### src/rtl/uart_rx_fifo.sv
`timescale 1ns/1ps
// uart_rx_fifo
// Receive-side byte buffer behind a UART receiver. A rising edge on rx_done
// captures one byte into a circular FIFO. The host reads the head through a
// first-word-fall-through valid/ready port. The block also reports fill
// level, a sticky overflow flag and a saturating count of dropped bytes.
module uart_rx_fifo #(
   parameter int DEPTH     = 16,
   parameter int AW        = 4,
   parameter int AF_THRESH = 12
) (
   input  logic          clk,
   input  logic          rst,
   input  logic [7:0]    rx_data,
   input  logic          rx_done,
   output logic [7:0]    rd_data,
   output logic          rd_valid,
   input  logic          rd_ready,
   output logic [AW:0]   level,
   output logic          empty,
   output logic          full,
   output logic          almost_full,
   output logic          overflow,
   input  logic          clr_overflow,
   output logic [7:0]    drop_cnt
);

   localparam logic [AW:0] DEPTH_L = (AW+1)'(DEPTH);
   localparam logic [AW:0] AF_L    = (AW+1)'(AF_THRESH);

   logic [7:0]    mem [DEPTH];
   logic [AW-1:0] wr_ptr;
   logic [AW-1:0] rd_ptr;
   logic          rx_done_d;
   logic          push;
   logic          pop;
   logic          accept;
   logic          drop;

   // Status flags and the head-of-queue view, all straight from level/rd_ptr
   always_comb begin
      empty       = (level == '0);
      full        = (level == DEPTH_L);
      almost_full = (level >= AF_L);
      rd_valid    = ~empty;
      rd_data     = mem[rd_ptr];
   end

   // Transfer qualifiers: one push per rx_done rising edge; a push into a full
   // FIFO only succeeds when the head is being consumed in the same cycle
   always_comb begin
      push   = rx_done & ~rx_done_d;
      pop    = rd_valid & rd_ready;
      accept = push & (~full | pop);
      drop   = push & full & ~pop;
   end

   // Storage array; contents are not reset, only the pointers are
   always_ff @(posedge clk) begin
      if (accept) begin
         mem[wr_ptr] <= rx_data;
      end
   end

   // Edge-detect register, pointers and the up/down level counter
   always_ff @(posedge clk or posedge rst) begin
      if (rst) begin
         rx_done_d <= 1'b0;
         wr_ptr    <= '0;
         rd_ptr    <= '0;
         level     <= '0;
      end else begin
         rx_done_d <= rx_done;
         if (accept) begin
            wr_ptr <= wr_ptr + 1'b1;
         end
         if (pop) begin
            rd_ptr <= rd_ptr + 1'b1;
         end
         if (accept && !pop) begin
            level <= level + 1'b1;
         end else if (pop && !accept) begin
            level <= level - 1'b1;
         end
      end
   end

   // Sticky overflow and saturating drop counter; a drop beats a clear
   always_ff @(posedge clk or posedge rst) begin
      if (rst) begin
         overflow <= 1'b0;
         drop_cnt <= '0;
      end else if (drop) begin
         overflow <= 1'b1;
         if (clr_overflow) begin
            drop_cnt <= 8'd1;
         end else if (drop_cnt != 8'hFF) begin
            drop_cnt <= drop_cnt + 1'b1;
         end
      end else if (clr_overflow) begin
         overflow <= 1'b0;
         drop_cnt <= '0;
      end
   end

endmodule

### config.mk
export PLATFORM = sky130hd
export DESIGN_NAME = uart_rx_fifo
export DESIGN_NICKNAME = d
export VERILOG_FILES = /design/src/rtl/uart_rx_fifo.sv
export SDC_FILE = /design/constraint.sdc
export NUM_CORES = 1
export LEC_CHECK = 0
export BUFFER_PORTS_ARGS = -buffer_cell sky130_fd_sc_hd__buf_2
export CORE_ASPECT_RATIO = 1.2
export CORE_MARGIN = 10
export CORE_UTILIZATION = 50
export CTS_CLUSTER_DIAMETER = 100
export DETAILED_ROUTE_END_ITERATION = 10
export GPL_TIMING_DRIVEN = 0
export PLACE_DENSITY = 0.71
export SLEW_MARGIN = 30
export SYNTH_ARGS = -nofsm -noshare
export SYNTH_HDL_FRONTEND = slang
export SYNTH_SLANG_ARGS = --single-unit
### constraint.sdc
create_clock -name clk -period 3.4 [get_ports clk]
set_clock_uncertainty 0.1 [all_clocks]
set_input_delay 1.02 -clock clk [delete_from_list [all_inputs] [get_ports clk]]
set_output_delay 1.02 -clock clk [all_outputs]
set_load 0.02 [all_outputs]
==> impl_metrics.tcl <==
set metrics [dict create \
    synth_cell_types 44 \
    hold_buffers 0 \
    crit_arrival_ps 2210 \
    reg2reg_from "level[1]$_DFFE_PP0P_" \
    syn_area_per_cell_um2 17.68 \
    synth_common_cells "edfxtp_1 (128), mux4_2 (32), dfrtp_1 (23), nand2_1 (22), nor2_1 (17)" \
    final_area_um2 7388 \
    netlist.area_leader.share 0.6195 \
    htreeDepth 4 \
    crit_start "rd_ptr[0]$_DFFE_PP0P_" \
    fin_crit_ps 3331 \
    cp_slowest_cell "mux4_2" \
    ys_ff_latch 151 \
    yosysWarnings 0 \
    row_count 44 \
    synth.most_common_cell "edfxtp_1" \
    nets 433 \
    cts_tree "yes" \
    critPathMaxStageDelay_ps 550 \
    final_layout_size_suffix_gt1_frac 0.3057 \
    placed_area_um2 6628 \
    grt-ovfl-total 0 \
    cts_made_buffers 17 \
    synth_flop_cell "edfxtp_1" \
    final-seq-area_um2 4420 \
    hpwlAfterDp_um 8041 \
    post-route-period-util 0.9798 \
    ys_seq_area_frac 0.7122 \
    cp_max_fo 10 \
    fill_cells 913 \
    grt_usage 0.1558 \
    initial_core_util 0.5123 \
    die_height_um 142.0 \
    syn_to_final_growth_pct 19.08 \
    synthTopCellsByArea "edfxtp_1 (62%), mux4_2 (12%), dfrtp_1 (9.3%)" \
    path_cells "buf_8 -> buf_8 -> mux4_2 -> a22oi_2 -> nand2_1 -> buf_2" \
    grt_max_degree 24 \
    rsz0062_at_grt "no" \
    root_buffer "clkbuf_16" \
    setup_viol_count_final 0 \
    first_iter_violations 257 \
    fp.dieW_um 121.7 \
    gp_congestion 0.8136 \
    drt-total-wl_um 12620 \
    io_buffers 38 \
    status "finished clean" \
    wl_per_cell_um 21.64 \
    yosys.area.top_type "edfxtp_1" \
    path_clk_slew_ps 60 \
    netlist_area_um2 6205 \
    vdd_drop_max_mv 0.4897 \
    postRouteAntennaNets 0 \
    instances_no_fill 583 \
    hold_viol 0 \
    start_kind "flop" \
    grt_pass1_vias 3529 \
    fin_util 0.6100 \
    antenna_cells 0 \
    netlist_instances 351 \
    syn-num-nets 375 \
    hold_ws_ps 420.9 \
    setup.worst_path.end_class "output port" \
    core-area_um2 12110 \
    antenna_found_initial 0 \
    worst-path-buf-inv 3 \
    drt-pass1-iter-count 5 \
    cts_max_path_buffers 2 \
    num_io_pins 39 \
    powerDensity_nw_per_um2 858.7 \
    die_area_um2 17280 \
    clock_sinks 151 \
    slew_headroom 0.4070 \
    post-place-cells 550 \
    tightest_slew_ps 886.3 \
    grt_pass1_wl_um 20270 \
    maxCapViolations 0 \
    crit_top_cell "buf_8" \
    via_per_inst 5.739 \
    leakage_nw 2.597 \
    hold_class "reg2reg" \
    clock_latency_ps 420 \
    max_freq_ghz 0.3002 \
    required_ps 2280 \
    hp-start "overflow$_DFFE_PP0P_" \
    async_reset_ff_frac 0.1523 \
    slew_viol_final 0 \
    worstSetupPathType "reg2out" \
    synth-edff-count 128 \
    vias 3346 \
    multi_input_area_um2 1747 \
    tns_ps 0 \
    path_delay_family "multiplexers" \
    drc_errors 0 \
]
==> routing by layer <==
layer / part of all wire / track usage / routed length [um]
met1: 0.41 / 0.1913 / 5218
met4: 0.015 / 0.05154 / 195
met2: 0.52 / 0.2591 / 6539
met5: 0 / 0 / 0
met3: 0.052 / 0.04446 / 662
==> report_power, final <==
group | internal, mW | switching [mW]
clock network | 1.38 | 0.712
registers | 2.18 | 0.153
logic | 0.842 | 1.09
==> layout make-up <==
cell class | instances | share of cell area
multi-input combinational | 173 | 0.2364
buffer | 15 | 0.01558
clock buffer | 20 | 0.05910
sequential | 151 | 0.5983
tap | 161 | 0.02726
timing repair buffer | 40 | 0.02777
inverter | 11 | 0.005588
clock inverter | 12 | 0.02997
==> path summary, 6_finish.rpt <==
kind                                           end  slack [ps]  cells past startpoint
hold reg to reg               overflow$_DFFE_PP0P_         420                      2
min in group asynchronous  drop_cnt[2]$_DFFE_PP0P_         550                      2
hold / removal                overflow$_DFFE_PP0P_         420                      2
setup / recovery                        rd_data[5]          70                      6
setup reg to reg              level[4]$_DFFE_PP0P_         200                      9
max in group asynchronous    rd_ptr[1]$_DFFE_PP0P_        2220                      2
==> worst min-delay path, cell delays in order, from the launching register on <==
cell	delay [ps]
dfrtp_1	370
inv_1	50
o21ai_0	60
==> cells by family after synthesis <==
group	count (synthesis)	share of synthesized area
AOI/OAI and AO/OA	42	0.04820
xor gates and xnor gates	9	0.01270
adders and majority gates	11	0.02339
buffers and inverters	27	0.01714
DFF	151	0.7122
muxes	36	0.1234
and+or+nand+nor	75	0.06292
==> flip-flops by register name, summed over array words and instances, names as in the netlist <==
signal	cells
rx_done_d	1
drop_cnt	8
overflow	1
level	5
wr_ptr	4
mem	128
rd_ptr	4
==> per-stage QoR <==
step | total power [mW] | setup slack [ps]
CTS | 6.346 | 15.67
finish | 6.345 | 68.72
global route | 6.625 | 0.7299
floorplan | 3.601 | 8.702
detailed placement | 4.152 | -393.0
global placement | 4.089 | -250.4
==> layout by cell type (no fill, tap or decap), types with 9 or more instances in the layout <==
cell type,n
inv_1,10
buf_2,38
nand2_1,22
a22oi_1,9
edfxtp_1,128
ha_1,10
mux4_2,32
nor2_1,17
dfrtp_1,22
clkbuf_16,17
==> what timing repair did <==
action / 4_1_cts / 5_1_grt
resized for setup: 20 / 7
pin swaps: 0 / 3
setup endpoints to repair: 8 / 9
buffers inserted: 0 / 2
No activity file was read; power rests on OpenSTA's default activity.
